`src/rtl/trigout_pkg.sv`:
```
// Shared definitions for the trigger-out timestamp FIFO: source bit indices,
// field widths and the stored entry layout.
package trigout_pkg;

  localparam int CH1 = 0;
  localparam int CH2 = 1;
  localparam int CH3 = 2;
  localparam int CH4 = 3;
  localparam int EXT = 4;

  localparam int MASK_W  = 5;
  localparam int SEC_W   = 40;
  localparam int CYC_W   = 28;
  localparam int ENTRY_W = MASK_W + SEC_W + CYC_W;

  typedef struct packed {
    logic [MASK_W-1:0] mask;
    logic [SEC_W-1:0]  sec;
    logic [CYC_W-1:0]  cyc;
  } entry_t;

  typedef enum logic {
    IDLE,
    HOLDOFF
  } hold_state_t;

endpackage

```
`src/rtl/trigout_ts_fifo_mem.sv`:
```
// Synchronous show-ahead FIFO holding timestamp entries; the head entry is
// visible on rd_data whenever the FIFO is not empty.
module trigout_ts_fifo_mem
  import trigout_pkg::*;
#(
  parameter int g_DEPTH = 16
) (
  input  logic   clk,
  input  logic   rst,
  input  logic   push,
  input  logic   pop,
  input  entry_t wr_data,
  output entry_t rd_data,
  output logic   empty,
  output logic   full
);

  localparam int AW = (g_DEPTH > 1) ? $clog2(g_DEPTH) : 1;

  logic [ENTRY_W-1:0] store [g_DEPTH];
  logic [AW-1:0]      wr_ptr;
  logic [AW-1:0]      rd_ptr;
  logic [AW:0]        count;
  logic               do_push;
  logic               do_pop;

  assign empty = (count == '0);
  assign full  = (count == (AW+1)'(g_DEPTH));

  // A pop frees the slot the push needs, so a full FIFO accepts push+pop together.
  assign do_pop  = pop && !empty;
  assign do_push = push && (!full || do_pop);

  always_ff @(posedge clk) begin
    if (rst) begin
      wr_ptr <= '0;
      rd_ptr <= '0;
      count  <= '0;
    end else begin
      if (do_push) wr_ptr <= wr_ptr + 1'b1;
      if (do_pop)  rd_ptr <= rd_ptr + 1'b1;
      count <= count + {{AW{1'b0}}, do_push} - {{AW{1'b0}}, do_pop};
    end
  end

  always_ff @(posedge clk) begin
    if (do_push) store[wr_ptr] <= wr_data;
  end

  assign rd_data = entry_t'(store[rd_ptr]);

endmodule

```
`src/rtl/trigout_ts_fifo.sv`:
```
// Trigger-out timestamp FIFO: captures enabled trigger pulses with WR time,
// applies a holdoff dead time and queues entries. Macro TRIGOUT_DROP_CNT_EN adds a drop counter.
module trigout_ts_fifo
  import trigout_pkg::*;
#(
  parameter int g_DEPTH   = 16,
  parameter int g_HOLDOFF = 8
) (
  input  logic              clk_i,
  input  logic              rst_i,
  input  logic [MASK_W-1:0] trig_i,
  input  logic [MASK_W-1:0] enable_i,
  input  logic [SEC_W-1:0]  tm_sec_i,
  input  logic [CYC_W-1:0]  tm_cycles_i,
  input  logic              pop_i,
  input  logic              ovf_clr_i,
  output logic              ts_present_o,
  output logic [MASK_W-1:0] mask_o,
  output logic [SEC_W-1:0]  ts_sec_o,
  output logic [CYC_W-1:0]  ts_cycles_o,
  output logic              ovf_o,
  output logic [15:0]       drop_cnt_o
);

  localparam logic [MASK_W-1:0] SRC_ALL =
    MASK_W'((1 << CH1) | (1 << CH2) | (1 << CH3) | (1 << CH4) | (1 << EXT));
  localparam logic [15:0] HOLD_LOAD = 16'(g_HOLDOFF);

  entry_t      cap;
  entry_t      head;
  hold_state_t state;
  hold_state_t state_nxt;
  logic [15:0] hold_cnt;
  logic [15:0] hold_nxt;
  logic        accept;
  logic        drop;
  logic        fifo_empty;
  logic        fifo_full;

  always_ff @(posedge clk_i) begin
    if (rst_i) begin
      cap <= '0;
    end else begin
      cap.mask <= trig_i & enable_i & SRC_ALL;
      cap.sec  <= tm_sec_i;
      cap.cyc  <= tm_cycles_i;
    end
  end

  always_ff @(posedge clk_i) begin
    if (rst_i) begin
      state    <= IDLE;
      hold_cnt <= '0;
    end else begin
      state    <= state_nxt;
      hold_cnt <= hold_nxt;
    end
  end

  // With zero holdoff the FSM never leaves IDLE, allowing one event per cycle.
  always_comb begin
    state_nxt = state;
    hold_nxt  = hold_cnt;
    case (state)
      IDLE: begin
        if (accept && (HOLD_LOAD != 16'd0)) begin
          state_nxt = HOLDOFF;
          hold_nxt  = HOLD_LOAD;
        end
      end
      HOLDOFF: begin
        hold_nxt = (hold_cnt == 16'd0) ? 16'd0 : hold_cnt - 16'd1;
        if (hold_cnt <= 16'd1) state_nxt = IDLE;
      end
      default: state_nxt = IDLE;
    endcase
  end

  always_comb begin
    accept = 1'b0;
    if ((state == IDLE) && (cap.mask != '0)) accept = 1'b1;
  end

  assign drop = accept && fifo_full && !pop_i;

  trigout_ts_fifo_mem #(
    .g_DEPTH(g_DEPTH)
  ) u_mem (
    .clk    (clk_i),
    .rst    (rst_i),
    .push   (accept),
    .pop    (pop_i),
    .wr_data(cap),
    .rd_data(head),
    .empty  (fifo_empty),
    .full   (fifo_full)
  );

  // Head fields are forced to zero while empty so stale storage never leaks out.
  assign ts_present_o = !fifo_empty;
  assign mask_o       = ts_present_o ? head.mask : '0;
  assign ts_sec_o     = ts_present_o ? head.sec  : '0;
  assign ts_cycles_o  = ts_present_o ? head.cyc  : '0;

  always_ff @(posedge clk_i) begin
    if (rst_i)          ovf_o <= 1'b0;
    else if (drop)      ovf_o <= 1'b1;
    else if (ovf_clr_i) ovf_o <= 1'b0;
  end

`ifdef TRIGOUT_DROP_CNT_EN
  logic [15:0] drop_cnt;

  always_ff @(posedge clk_i) begin
    if (rst_i)                              drop_cnt <= '0;
    else if (ovf_clr_i)                     drop_cnt <= {15'd0, drop};
    else if (drop && (drop_cnt != 16'hFFFF)) drop_cnt <= drop_cnt + 16'd1;
  end

  assign drop_cnt_o = drop_cnt;
`else
  assign drop_cnt_o = '0;
`endif

endmodule

```
`config.mk`:
```
export PLATFORM = sky130hd
export DESIGN_NAME = trigout_ts_fifo
export DESIGN_NICKNAME = d
export VERILOG_FILES = /design/src/rtl/trigout_pkg.sv /design/src/rtl/trigout_ts_fifo_mem.sv /design/src/rtl/trigout_ts_fifo.sv
export SDC_FILE = /design/constraint.sdc
export NUM_CORES = 1
export LEC_CHECK = 0
export ABC_AREA = 0
export CORE_MARGIN = 5
export CORE_UTILIZATION = 50
export DETAILED_ROUTE_END_ITERATION = 10
export PLACE_DENSITY = 0.77
export SETUP_SLACK_MARGIN = 0.5
export SLEW_MARGIN = 20
export SYNTH_ARGS = -nofsm -noshare
export SYNTH_HDL_FRONTEND = slang
export SYNTH_SLANG_ARGS = --single-unit
```
`constraint.sdc`:
```
create_clock -name clk_i -period 7.8 [get_ports clk_i]
set_input_delay 1.56 -clock clk_i [delete_from_list [all_inputs] [get_ports clk_i]]
set_output_delay 1.56 -clock clk_i [all_outputs]
set_load 0.05 [all_outputs]
```
=== Word-level counts from Yosys, hierarchy flattened ===
Memories as Yosys holds them, arrays and structs flattened. A register that Yosys moved wholly into a read port is not among the register bits.
Cells that the tools add are included.

* RAM bits: 1168
* Memories kept: 1
* Bits in registers: 104
* Output and inout port bits: 91
* Word-level logic and storage cells: 49

{| class="wikitable"
|+ Memories
! name !! words !! bits a word !! rd ports !! clocked after memory_dff !! wr ports !! RTL line !! source
|-
| u_mem.store || 16 || 73 || 1 || 1 || 1 || trigout_ts_fifo_mem.sv:20 || <nowiki>logic [ENTRY_W-1:0] store [g_DEPTH];</nowiki>
|}

* Equal/unequal tests: 2
* Order comparisons: 1
* $add $sub $neg: 5
* Multiplexer cells: 16
* Reduce and logical (&&, ||, !) cells: 13
* Bitwise logic cells: 2

{| class="wikitable"
|+ Operators by type and width
! operator !! number
|-
| $mux 40 || 1
|-
| $mux 16 || 2
|-
| $pmux 16 s2 || 1
|-
| $mux 28 || 1
|-
| $le 16x1->1 const B || 1
|-
| $logic_not 16->1 || 1
|-
| $sub 16x1->16 const B || 1
|-
| $add 4x1->4 const B || 2
|-
| $mux 4 || 2
|-
| $mux 1 || 7
|-
| $add 5x1->5 || 1
|-
| $and 5x5->5 || 1
|-
| $eq 5x5->1 const B || 1
|-
| $logic_and 1x1->1 || 5
|-
| $logic_not 5->1 || 1
|-
| $mux 5 || 1
|-
| $reduce_bool 5->1 || 1
|-
| $sub 5x1->5 || 1
|-
| $logic_not 1->1 || 3
|-
| $ne 2x2->1 const B || 1
|-
| $pmux 1 s2 || 1
|-
| $reduce_bool 2->1 || 1
|-
| $logic_or 1x1->1 || 1
|-
| $not 1->1 || 1
|}

=== Logic depth before layout (Yosys ltp) ===
* Depth in word-level cells: 7
* Mapped depth: 13

=== Hierarchy ===
From an unflattened synthesis, not the netlist that was laid out.

* Cells, all modules: 2284
* Area total of the unflattened synthesis: 48148.7 µm²

{| class="wikitable"
|+ Modules (own cells, without submodules)
! module !! cells each !! seq. area each (µm²) !! area an instance (µm²) !! times used
|-
| trigout_ts_fifo_mem || 1890 || 35414.0 || 44496.4 || 1
|-
| trigout_ts_fifo || 394 || 1821.7 || 3652.3 || 1
|}

=== Worst setup path after synthesis ===
OpenSTA, ideal clock, no wires.

* Path type: input to register
* Start: input pop_i
* End: memory u_mem.store[1][0] (netlist bit), enable pin
* Stages: 3
* Arrival: 6934 ps
* Slack: 272 ps
* Path through: nand4b_1 > nand3_1 > nor3_1

* Longest elaborated chain between the ends: 5

{| class="wikitable"
|+ RTL lines
! what !! RTL line !! source
|-
| start, declared || trigout_ts_fifo.sv:15 || <nowiki>input logic pop_i,</nowiki>
|-
| $logic_and 1x1->1 || trigout_ts_fifo_mem.sv:31 || <nowiki>assign do_pop = pop && !empty;</nowiki>
|-
| $logic_or 1x1->1 || trigout_ts_fifo_mem.sv:32 || <nowiki>assign do_push = push && (!full || do_pop);</nowiki>
|-
| $logic_and 1x1->1 || trigout_ts_fifo_mem.sv:32 ||
|-
| $mux 1 || trigout_ts_fifo_mem.sv:47 || <nowiki>if (do_push) store[wr_ptr] <= wr_data;</nowiki>
|-
| $mux 1 (not written as such) || trigout_ts_fifo_mem.sv:47 ||
|-
| end, declared || trigout_ts_fifo_mem.sv:20 ||
|}

No other way between the ends.

=== Final worst setup path ===
* Start: register u_mem.count[3]
* End: output ts_sec_o[2]

* Longest elaborated chain between the ends: 2

{| class="wikitable"
|+ RTL lines
! what !! RTL line !! source
|-
| start, declared || trigout_ts_fifo_mem.sv:23 || <nowiki>logic [AW:0] count;</nowiki>
|-
| start signal, assigned || trigout_ts_fifo_mem.sv:42 || <nowiki>count <= count + {{AW{1'b0}}, do_push} - {{AW{1'b0}}, do_pop};</nowiki>
|-
| $logic_not 5->1 || trigout_ts_fifo_mem.sv:27 || <nowiki>assign empty = (count == '0);</nowiki>
|-
| $mux 40 || trigout_ts_fifo.sv:102 || <nowiki>assign ts_sec_o = ts_present_o ? head.sec : '0;</nowiki>
|-
| end, declared || trigout_ts_fifo.sv:19 || <nowiki>output logic [SEC_W-1:0] ts_sec_o,</nowiki>
|}

No other way between the ends.

==> flow_metrics.env <==
export IMPL_die_area_sq_um=103000
export IMPL_final_nets=2501
export IMPL_post_route_cell_area_sq_um=55800
export IMPL_crit_type="flip-flop to primary output"
export IMPL_startpoint_type="flip-flop"
export IMPL_timing_rr_end="u_mem.store[0][57]"
export IMPL_reg2reg_from="cap[68]"
export IMPL_drive_above_1_share_pct=22.6
export IMPL_io_pins=173
export IMPL_reg2reg_slack_ps=4410
export IMPL_maxCapViolCount=0
export IMPL_portBuffers=156
export IMPL_power_share_sequential_pct=43.2
export IMPL_layout_cells_most_common="edfxtp_1"
export IMPL_overflow=0
export IMPL_avgViaCountPerCell=6.02
export IMPL_holdCritPathClass="flip-flop to flip-flop"
export IMPL_synthTopCellsByArea="edfxtp_1 72%, mux4_2 14%, dfxtp_1 4.5%, mux2i_1 3.0%, nor2b_1 0.97%"
export IMPL_clock_skew_ps=40.4
export IMPL_rsz0062_at_grt="false"
export IMPL_arrival_ps=4390
export IMPL_switchingPower_mw=5.20
export IMPL_grt_pass1_wl_um=155000
export IMPL_root_buffer="clkbuf_16"
export IMPL_wl_um=105000
export IMPL_max_freq_mhz=168
export IMPL_yosysSeqAreaShare_pct=76.9
export IMPL_cts_resized=0
export IMPL_path_depth=6
export IMPL_initial_utilization_pct=50.2
export IMPL_period_share_pct=76.3
export IMPL_comb_power_share_pct=22.4
export IMPL_ant_nets=0
export IMPL_ys_warnings_count=0
export IMPL_drt_initial_drc_count=2481
export IMPL_hold_viol=0
export IMPL_antenna_found_initial=3
export IMPL_cts_max_level=3
export IMPL_powerDensity_nw_per_um2=328
export IMPL_syn_inst=2209
export IMPL_post_cts_buffers=0
export IMPL_synth_distinct_cells=57
export IMPL_drc_errors=0
export IMPL_clock_power_share_pct=34.4
export IMPL_rows=114
export IMPL_p_sw_share_pct=28.4
export IMPL_cts_tree="yes"
export IMPL_ys_async_sr_fraction_pct=0
export IMPL_track_usage_pct=20.2
export IMPL_leakage_nw=17.2
export IMPL_fillers=6736
export IMPL_cpPeakStageDelay_ps=930
export IMPL_synth_flop_cell="edfxtp_1"
export IMPL_path_buf_inv=2
export IMPL_p_int_mw=13.1
export IMPL_fin_crit_ps=5950
export IMPL_hold_depth=2
export IMPL_syn_area_per_cell_sq_um=21.9
export IMPL_die_height_um=321
export IMPL_place_area_sq_um=51400
export IMPL_critical_path_cell_chain="inv_1 > ha_1 > or4b_1 > nand2_2 > o22ai_1 > clkdlybuf4s50_1"
export IMPL_first_global_vias=24000
export IMPL_slowest_stage="clkdlybuf4s50_1"
export IMPL_wl_per_cell_um=27.8
export IMPL_synth_edff_count=1168
export IMPL_synthesis_area_sq_um=48400
export IMPL_synth_seq_cells=1276
export IMPL_setup_tns_final_ps=0
export IMPL_clk_pin_slew_worst_paths_ps=70
export IMPL_gp_congestion=0.726
export IMPL_holdPathEnd="hold_cnt[15]"
export IMPL_final_cell_mix="1168 x edfxtp_1, 291 x mux4_2, 155 x clkdlybuf4s50_1"
export IMPL_core_sq_um=96400
export IMPL_status="finished clean"
export IMPL_reg2regPathDepth=5
export IMPL_end_kind="primary output"
export IMPL_cts_buffers=117
export IMPL_slew_viol_final=0
export IMPL_path_max_fanout=26
export IMPL_setup_viol=0
export IMPL_critPathTopFamily="simple AND/OR/NAND/NOR gates"
export IMPL_clk_path_buf_depth=3
export IMPL_worst_slew_pin_slew_ps=1090
export IMPL_postCtsHoldBufs=0
export IMPL_drt_pass1_iter_count=5
export IMPL_clock_sinks=1276
export IMPL_ir_worst_vdd_mv=0.216
export IMPL_die_w_um=321
export IMPL_insertion_delay_ps=710
export IMPL_grt_max_degree=85
export IMPL_synth_top_area_cell="edfxtp_1"
export IMPL_synth_top_cell_area_share_pct=72.5
export IMPL_hpwl_um=53200
export IMPL_maxSlewHeadroom_pct=27.2
export IMPL_vias=22800
export IMPL_areaGrowthSynthToFinish_pct=15.2
export IMPL_hp_start="hold_cnt[15]"
export IMPL_worstPathRequired_ps=6240
logic make-up (layout without fill, tap and decap cells):
| family | after synthesis | after routing | synth area share (%) |
|---|---|---|---|
| multiplexers | 439 | 439 | 16.6 |
| buffers and inverters | 153 | 438 | 1.97 |
| AO/OA/AOI/OAI | 123 | 123 | 1.60 |
| flip-flops | 1276 | 1276 | 76.9 |
| adder cells (fa/ha/maj) | 14 | 14 | 0.377 |
| other | 1 | 17 | 0.00775 |
| AND/OR/NAND/NOR | 198 | 198 | 2.43 |
| XOR/XNOR | 5 | 5 | 0.0905 |
per-layer routing:
layer,GRT usage (%),share of wire (%),vias up
met5,0,0.012,-
met4,5.67,2.3,2
met3,4.10,8.2,163
met2,33.6,50,1049
met1,27.7,39,12000
li1,-,-,9533
state kept, by name, indices dropped and copies added, names as in the netlist, named ones only:
name / cells
u_mem.rd_ptr: 4
u_mem.wr_ptr: 4
state: 1
u_mem.store: 1168
cap: 73
hold_cnt: 16
u_mem.count: 5
ovf_o: 1
cell usage after synthesis, types with 5 or more instances:
cell type,count
o22ai_1,75
nand3_1,18
nor2b_1,75
buf_4,26
buf_6,30
nor2_1,35
mux4_2,291
inv_1,18
a21oi_1,13
buf_2,44
a31oi_1,14
ha_1,13
edfxtp_1,1168
dfxtp_1,108
clkbuf_1,31
o21ai_0,6
nand2b_1,5
nor3_1,9
mux2i_1,147
nand4_1,9
nand2_1,17
worst min-delay path, stage by stage, from the launching register on:
cell and delay, ps:
dfxtp_1 340, inv_1 70, o22ai_1 50
area by class of cell:
cell class | count | area [sq um] | share of cell area [%]
Sequential cell | 1276 | 37300 | 66.8
Clock buffer | 143 | 3150 | 5.64
Multi-Input combinational cell | 795 | 10400 | 18.7
Timing Repair Buffer | 197 | 2110 | 3.78
Inverter | 18 | 67.6 | 0.121
Tap cell | 1276 | 1600 | 2.86
Antenna cell | 1 | 2.50 | 0.00449
Clock inverter | 80 | 1170 | 2.10
power groups by stage:
stage / Sequential (mW) / Clock, mW / Combinational, mW
6_report: 7.90 / 6.30 / 4.10
5_1_grt: 7.93 / 6.68 / 4.33
3_5_place_dp: 8.05 / 0 / 4.11
3_3_place_gp: 8.01 / 0 / 4.04
2_1_floorplan: 7.91 / 0 / 3.14
4_1_cts: 7.90 / 6.36 / 4.14
stage by stage:
step | hold slack (ps) | power [mW] | utilization (%) | cells | setup slack [ps]
after floorplan | 452 | 11.0 | - | 2224 | 2230
after global placement | 465 | 12.1 | 53.3 | 3557 | 2510
after detailed placement | 486 | 12.2 | 53.3 | 3559 | 2500
after CTS | 496 | 18.4 | 57.8 | 3782 | 1760
after global routing | 514 | 18.9 | 57.8 | 3785 | 1730
final | 508 | 18.3 | 57.8 | 3786 | 1850
worst max path at each step:
stage              startpoint                 to
3_3_place_gp        flip-flop        ts_sec_o[4]
4_1_cts             flip-flop        ts_sec_o[4]
5_1_grt        u_mem.count[3]        ts_sec_o[4]
2_1_floorplan           pop_i  u_mem.store[5][0]
3_5_place_dp        flip-flop        ts_sec_o[4]
6_report       u_mem.count[3]        ts_sec_o[2]
(Power assumes the default switching activity.)
